<file path="config.mk">
export PLATFORM = sky130hd
export DESIGN_NAME = ram_bist
export DESIGN_NICKNAME = d
export VERILOG_FILES = /design/src/rtl/ram_bist.sv
export SDC_FILE = /design/constraint.sdc
export NUM_CORES = 1
export LEC_CHECK = 0
export ABC_AREA = 0
export CORE_ASPECT_RATIO = 2
export CORE_MARGIN = 8
export CORE_UTILIZATION = 45
export DETAILED_ROUTE_END_ITERATION = 12
export HOLD_SLACK_MARGIN = 0.03
export PLACE_DENSITY = 0.8
export RECOVER_POWER = 50
export SYNTH_ARGS = -nofsm -noshare
export SYNTH_HDL_FRONTEND = slang
export SYNTH_SLANG_ARGS = --single-unit
</file>
<file path="constraint.sdc">
create_clock -name clk -period 6.17 [get_ports clk]
set_input_delay 1.851 -clock clk [delete_from_list [all_inputs] [get_ports clk]]
set_output_delay 1.851 -clock clk [all_outputs]
set_load 0.02 [all_outputs]
</file>
<file path="src/rtl/ram_bist.sv">
// ============================================================================
//  Module   : ram_bist
//  Purpose  : March-style self-test engine driving both ports of a dual-port
//             RAM: write P(a), read back, then repeat with ~P(a).
//  Option   : RAM_BIST_STOP_ON_FAIL_EN - abort to FIN on the first miscompare
//  Revision : 1.0 - initial release
// ============================================================================
`default_nettype none

module ram_bist #(
    parameter int D_WIDTH  = 8,
    parameter int A_WIDTH  = 5,
    parameter int A_MAX    = 32,
    parameter int READ_LAT = 1
) (
    input  logic               clk,
    input  logic               rst_n,
    input  logic               start,
    input  logic [D_WIDTH-1:0] seed,
    output logic [A_WIDTH-1:0] address_write,
    output logic [D_WIDTH-1:0] data_write,
    output logic               write_enable,
    output logic [A_WIDTH-1:0] address_read,
    input  logic [D_WIDTH-1:0] data_read,
    output logic               busy,
    output logic               done,
    output logic               pass,
    output logic [A_WIDTH-1:0] fail_addr,
    output logic [D_WIDTH-1:0] fail_exp,
    output logic [D_WIDTH-1:0] fail_got,
    output logic [7:0]         err_count
);

    typedef enum logic [2:0] {
        S_IDLE = 3'd0,
        S_WR0  = 3'd1,
        S_RD0  = 3'd2,
        S_DR0  = 3'd3,
        S_WR1  = 3'd4,
        S_RD1  = 3'd5,
        S_DR1  = 3'd6,
        S_FIN  = 3'd7
    } state_t;

    localparam logic [A_WIDTH-1:0] C_A_LAST  = A_WIDTH'(A_MAX - 1);
    localparam int                 C_DR_W    = $clog2(READ_LAT + 2);
    localparam logic [C_DR_W-1:0]  C_DR_LAST = C_DR_W'(READ_LAT);

    state_t                            state_q, state_d;
    logic [A_WIDTH-1:0]                cnt_q, cnt_d;
    logic [C_DR_W-1:0]                 drain_q, drain_d;
    logic [D_WIDTH-1:0]                seed_q, seed_d;
    logic                              write_enable_q, write_enable_d;
    logic [A_WIDTH-1:0]                address_write_q, address_write_d;
    logic [D_WIDTH-1:0]                data_write_q, data_write_d;
    logic [A_WIDTH-1:0]                address_read_q, address_read_d;
    logic                              busy_q, busy_d;
    logic                              done_q, done_d;
    logic                              pass_q, pass_d;
    logic [A_WIDTH-1:0]                fail_addr_q, fail_addr_d;
    logic [D_WIDTH-1:0]                fail_exp_q, fail_exp_d;
    logic [D_WIDTH-1:0]                fail_got_q, fail_got_d;
    logic [7:0]                        err_count_q, err_count_d;

    // Compare pipeline: stage 0 is loaded with the read address, stage
    // READ_LAT lines up with the returning data_read.
    logic [READ_LAT:0]                 pv_q, pv_d;
    logic [READ_LAT:0][A_WIDTH-1:0]    pa_q, pa_d;
    logic [READ_LAT:0][D_WIDTH-1:0]    pe_q, pe_d;

    logic                              w_miscmp;
    logic                              w_inv;
    logic [D_WIDTH-1:0]                w_pat;

    function automatic logic [D_WIDTH-1:0] f_pattern(
        input logic [A_WIDTH-1:0] a,
        input logic [D_WIDTH-1:0] s,
        input logic               inv
    );
        logic [D_WIDTH-1:0] p;
        p = D_WIDTH'(a) ^ s;
        return inv ? ~p : p;
    endfunction

    assign w_miscmp = pv_q[READ_LAT] && (data_read != pe_q[READ_LAT]);

    always_comb begin
        state_d         = state_q;
        cnt_d           = cnt_q;
        drain_d         = drain_q;
        seed_d          = seed_q;
        write_enable_d  = 1'b0;
        address_write_d = address_write_q;
        data_write_d    = data_write_q;
        address_read_d  = address_read_q;
        busy_d          = busy_q;
        done_d          = 1'b0;
        pass_d          = pass_q;
        fail_addr_d     = fail_addr_q;
        fail_exp_d      = fail_exp_q;
        fail_got_d      = fail_got_q;
        err_count_d     = err_count_q;
        pv_d            = pv_q << 1;
        pa_d            = pa_q << A_WIDTH;
        pe_d            = pe_q << D_WIDTH;
        w_inv           = 1'b0;
        w_pat           = '0;

        if (w_miscmp) begin
            if (err_count_q != 8'hFF) begin
                err_count_d = err_count_q + 8'd1;
            end
            if (err_count_q == 8'd0) begin
                fail_addr_d = pa_q[READ_LAT];
                fail_exp_d  = pe_q[READ_LAT];
                fail_got_d  = data_read;
            end
        end

        case (state_q)
            S_IDLE: begin
                if (start) begin
                    state_d     = S_WR0;
                    cnt_d       = '0;
                    seed_d      = seed;
                    err_count_d = 8'd0;
                    fail_addr_d = '0;
                    fail_exp_d  = '0;
                    fail_got_d  = '0;
                    pass_d      = 1'b0;
                end
            end
            S_WR0, S_WR1: begin
                if (cnt_q == C_A_LAST) begin
                    cnt_d   = '0;
                    state_d = (state_q == S_WR0) ? S_RD0 : S_RD1;
                end else begin
                    cnt_d = cnt_q + A_WIDTH'(1);
                end
            end
            S_RD0, S_RD1: begin
                if (cnt_q == C_A_LAST) begin
                    cnt_d   = '0;
                    drain_d = '0;
                    state_d = (state_q == S_RD0) ? S_DR0 : S_DR1;
                end else begin
                    cnt_d = cnt_q + A_WIDTH'(1);
                end
            end
            S_DR0, S_DR1: begin
                if (drain_q == C_DR_LAST) begin
                    state_d = (state_q == S_DR0) ? S_WR1 : S_FIN;
                end else begin
                    drain_d = drain_q + C_DR_W'(1);
                end
            end
            S_FIN:   state_d = S_IDLE;
            default: state_d = S_IDLE;
        endcase

`ifdef RAM_BIST_STOP_ON_FAIL_EN
        if (w_miscmp && busy_q) begin
            state_d = S_FIN;
            pv_d    = '0;
        end
`endif

        // Registered outputs are derived from the state being entered, so
        // they are valid during the cycle that state occupies.
        w_inv = (state_d == S_WR1) || (state_d == S_RD1);
        w_pat = f_pattern(cnt_d, seed_d, w_inv);

        if ((state_d == S_WR0) || (state_d == S_WR1)) begin
            write_enable_d  = 1'b1;
            address_write_d = cnt_d;
            data_write_d    = w_pat;
        end

        if ((state_d == S_RD0) || (state_d == S_RD1)) begin
            address_read_d = cnt_d;
            pv_d[0]        = 1'b1;
            pa_d[0]        = cnt_d;
            pe_d[0]        = w_pat;
        end

        busy_d = (state_d != S_IDLE) && (state_d != S_FIN);

        if (state_d == S_FIN) begin
            done_d = 1'b1;
            pass_d = (err_count_d == 8'd0);
        end
    end

    always_ff @(posedge clk or negedge rst_n) begin
        if (!rst_n) begin
            state_q         <= S_IDLE;
            cnt_q           <= '0;
            drain_q         <= '0;
            seed_q          <= '0;
            write_enable_q  <= 1'b0;
            address_write_q <= '0;
            data_write_q    <= '0;
            address_read_q  <= '0;
            busy_q          <= 1'b0;
            done_q          <= 1'b0;
            pass_q          <= 1'b0;
            fail_addr_q     <= '0;
            fail_exp_q      <= '0;
            fail_got_q      <= '0;
            err_count_q     <= 8'd0;
            pv_q            <= '0;
            pa_q            <= '0;
            pe_q            <= '0;
        end else begin
            state_q         <= state_d;
            cnt_q           <= cnt_d;
            drain_q         <= drain_d;
            seed_q          <= seed_d;
            write_enable_q  <= write_enable_d;
            address_write_q <= address_write_d;
            data_write_q    <= data_write_d;
            address_read_q  <= address_read_d;
            busy_q          <= busy_d;
            done_q          <= done_d;
            pass_q          <= pass_d;
            fail_addr_q     <= fail_addr_d;
            fail_exp_q      <= fail_exp_d;
            fail_got_q      <= fail_got_d;
            err_count_q     <= err_count_d;
            pv_q            <= pv_d;
            pa_q            <= pa_d;
            pe_q            <= pe_d;
        end
    end

    assign address_write = address_write_q;
    assign data_write    = data_write_q;
    assign write_enable  = write_enable_q;
    assign address_read  = address_read_q;
    assign busy          = busy_q;
    assign done          = done_q;
    assign pass          = pass_q;
    assign fail_addr     = fail_addr_q;
    assign fail_exp      = fail_exp_q;
    assign fail_got      = fail_got_q;
    assign err_count     = err_count_q;

endmodule

`default_nettype wire

</file>
==> implementation parameters <==
Parameter                              Value

Run status
  Outcome ... complete, but fails checks
  Violations in the final reports ... capacitance limit, slew limit

Timing
  Maximum clock rate ... 0.220 GHz
  Minimum clock period after layout ... 4.55 ns
  Worst clock skew ... 0.00936 ns
  Slew @ Worst Pin ... 1.76 ns
  Remaining max-slew budget at the tightest pin ... -0.172
  Setup TNS ... 0 ns
  Hold Violations, Final ... 0
  Pins over their slew limit ... 74
  Final worst-path cycle share ... 0.738
  Setup repair after global routing missed its margin ... false
  Number of endpoints failing setup at the final stage ... 0
  Crit path setup slack, layout ... 1.62 ns

Floorplan
  Total Die Area ... 0.0134 mm2
  Chip width ... 85.8 um
  Initial Util ... 0.455
  Core area ... 0.00964 mm2
  Die extent in y ... 156 um
  Standard-cell row count ... 51
  Number of top-level design ports ... 70

Clock tree
  Clock latency on the worst-skew pair ... 0.34 ns
  Library cell used as clock root buffer ... sky130_fd_sc_hd__clkbuf_16
  Resize count post-CTS ... 0
  TritonCTS clock tree ... done
  CTS clk-pin slew, worst paths ... 0.06 ns
  Clock buffer count from CTS ... 9
  Sinks on Clock Net ... 97
  # H-tree levels ... 3
  Clock Path Buffers ... 2
  Number of buffers inserted by hold repair at cts ... 0
  Number of post-CTS setup repair buffers ... 0

Yosys
  Leading register cell type out of synthesis ... sky130_fd_sc_hd__dfrtp_1
  Async SR Flop Fraction ... 1.00
  Ranking of synthesized cells by area ... sky130_fd_sc_hd__dfrtp_1 (55%), sky130_fd_sc_hd__mux2i_1 (7.8%), sky130_fd_sc_hd__nor2_1 (4.2%)
  Synth Instances ... 383
  Most common cell in the netlist ... sky130_fd_sc_hd__dfrtp_1
  Number of warnings printed during yosys synthesis ... 0
  FF+latch count, synth ... 97
  Number of distinct library cells after synthesis ... 55
  Synth cell count leaders ... sky130_fd_sc_hd__dfrtp_1 (97), sky130_fd_sc_hd__nor2_1 (49), sky130_fd_sc_hd__mux2i_1 (34), sky130_fd_sc_hd__inv_1 (23), sky130_fd_sc_hd__nand2_1 (18)
  Synth area leader ... sky130_fd_sc_hd__dfrtp_1
  Number of enable flip-flop cells after synthesis ... 0
  Area of the mapped netlist ... 0.00439 mm2
  Sequential cell area fraction in the yosys report ... 0.553
  Area share of the leading cell type in the synthesized netlist ... 0.553
  Avg Cell Area, Syn ... 11.5 um2
  Synthesized net count ... 408

Run
  Max Cap Viol ... 1

Detailed routing
  Number of search-and-repair iterations in the first detailed-routing pass ... 4
  Remaining DRCs ... 0
  Vias ... 3078
  Via-to-Cell Ratio ... 5.24
  Detailed router's first-iteration violation count ... 221
  Antenna Violating Nets Remaining ... 0
  Average wire per cell in the routed design ... 16.7 um
  Final WL ... 9.80 mm

Final layout
  Layout overhead on the synthesized area ... 24.0%
  Number of nets in the layout ... 475
  Final design area excluding fillers ... 0.00544 mm2
  Cell Count, Final, Fillers Out ... 587
  Core occupancy in the finished layout ... 0.564
  Fraction of final layout cells sized beyond drive strength 1 ... 0.0901
  Ant. Diodes ... 0
  Count of filler cells inserted in the layout ... 788

Critical path
  Crit path cell chain ... dlygate4sd3_1 -> nor2b_1 -> o311ai_0 -> inv_4 -> xnor2_4 -> nand2_2 -> mux2_4
  Largest driver fanout on the critical path ... 11
  Critical path class ... in -> reg
  Reg-to-Reg Start ... cnt_q[0]
  Required time at the worst-slack endpoint ... 6.39 ns
  Critical register-to-register path endpoint ... address_write[2]
  Signal arrival time at the worst endpoint ... 4.78 ns
  Kind of start point of the critical path ... input pin
  R2R depth ... 9
  Nature of the critical path endpoint ... register
  Register-to-register path setup slack ... 2.61 ns
  CP max stage cell ... sky130_fd_sc_hd__o311ai_0
  Slowest Stage Delay on Critical Path ... 1.07 ns

Power
  IR drop worst, VDD ... 0.235 mV
  Power per cell area ... 563 mW/mm2
  LEAKAGE ... 2.61 nW

Hold path
  Hold Path Stages ... 0
  End point of the worst hold path ... pa_q[5]
  Class of the most critical hold timing path ... reg -> reg
  Hold path start ... pa_d[5]

Placed design
  DP Cell Count ... 571
  Number of I/O port buffers ... 69
  DP Worst Slack ... 1.71 ns
  Routability congestion estimate from global placement ... 0.829
  Detailed-placement wirelength estimate ... 6.98 mm
  Area post-placement ... 0.00517 mm2

Global routing
  Pin count of the biggest net entering global routing ... 74
  Number of global-route vias before repair ... 3240
  Antenna violations before repair ... 0
  Global-route wire length before repair ... 16.1 mm
  Sum of overflow across all layers after global routing ... 0
  Overall track demand over capacity in global routing ... 0.154
[final cells by class]
class / instances / area [um2] / share of cell area
Clock buffer: 11 / 243 / 0.0446
Clock inverter: 5 / 62.6 / 0.0115
Inverter: 24 / 92.6 / 0.0170
Multi-Input combinational cell: 245 / 1730 / 0.319
Sequential cell: 97 / 2430 / 0.446
Tap cell: 132 / 165 / 0.0304
Timing Repair Buffer: 73 / 712 / 0.131
[power by group]
group | switching (W) | total (W) | internal (W)
registers | 0.000178 | 0.00107 | 0.000896
clock network | 0.000243 | 0.000572 | 0.000329
logic | 0.000750 | 0.00142 | 0.000665
[logic make-up after synthesis]
family,count (synthesis),synth area share
adders and majority gates,7,0.0194
DFF,97,0.553
AOI/OAI and AO/OA,39,0.0645
muxes,48,0.120
buffers and inverters,41,0.0434
and+or+nand+nor,124,0.142
xor gates and xnor gates,27,0.0582
[critical path: cells and delay by family]
kind | cells | cell delay [ns]
compound gates | 1 | 1.07
buf+inv | 2 | 0.68
simple gates | 2 | 0.46
mux | 1 | 0.41
xor+xnor | 1 | 0.29
[how the worst max path moves through the flow]
| stage | end | from |
|---|---|---|
| floorplan | data_write[3] | start |
| global placement | data_write[1] | start |
| detailed placement | data_write[4] | start |
| CTS | data_write[0] | start |
| global route | pe_d[8] | rst_n |
| finish | address_write[2] | start |
[cell usage in the layout (no fill, tap or decap), types with 2 or more instances in the layout]
| cell type | count |
|---|---|
| sky130_fd_sc_hd__dfrtp_1 | 97 |
| sky130_fd_sc_hd__and3_1 | 7 |
| sky130_fd_sc_hd__a221oi_1 | 2 |
| sky130_fd_sc_hd__a21boi_0 | 2 |
| sky130_fd_sc_hd__nand2_1 | 18 |
| sky130_fd_sc_hd__and2_1 | 2 |
| sky130_fd_sc_hd__mux2_4 | 4 |
| sky130_fd_sc_hd__clkdlybuf4s50_1 | 67 |
| sky130_fd_sc_hd__nand3_1 | 8 |
| sky130_fd_sc_hd__xor2_1 | 14 |
| sky130_fd_sc_hd__mux2_2 | 9 |
| sky130_fd_sc_hd__buf_4 | 3 |
| sky130_fd_sc_hd__inv_1 | 23 |
| sky130_fd_sc_hd__a31oi_1 | 5 |
| sky130_fd_sc_hd__ha_1 | 6 |
| sky130_fd_sc_hd__nor3_1 | 12 |
| sky130_fd_sc_hd__nand3b_1 | 4 |
| sky130_fd_sc_hd__nand4_1 | 2 |
| sky130_fd_sc_hd__nor4_1 | 3 |
| sky130_fd_sc_hd__nor2_1 | 49 |
| sky130_fd_sc_hd__clkbuf_1 | 2 |
| sky130_fd_sc_hd__nor2b_1 | 5 |
| sky130_fd_sc_hd__xnor2_1 | 12 |
| sky130_fd_sc_hd__mux2i_1 | 34 |
| sky130_fd_sc_hd__a211oi_1 | 3 |
| sky130_fd_sc_hd__o21ai_0 | 6 |
| sky130_fd_sc_hd__or3_1 | 2 |
| sky130_fd_sc_hd__a21oi_1 | 12 |
| sky130_fd_sc_hd__clkbuf_16 | 9 |
| sky130_fd_sc_hd__nand2b_1 | 3 |
[per-layer routing]
metal	wire length, um	GRT usage
met1	3610	0.158
met5	0	0
met3	404	0.0290
met4	276	0.0808
met2	5500	0.283
[sequential cells by signal, summed over array words and instances (netlist names), 8 cells and up]
signal and cells:
pe_q 8, pe_d 8, fail_exp 8, fail_got 8, err_count 8, seed_q 8, data_write 8
[stage by stage]
step	hold slack [ns]	total power [W]
2_1_floorplan	0.331	0.00204
3_3_place_gp	0.333	0.00246
3_5_place_dp	0.335	0.00252
4_1_cts	0.349	0.00310
5_1_grt	0.354	0.00325
6_report	0.347	0.00306
No activity file was read; power rests on OpenSTA's default activity.
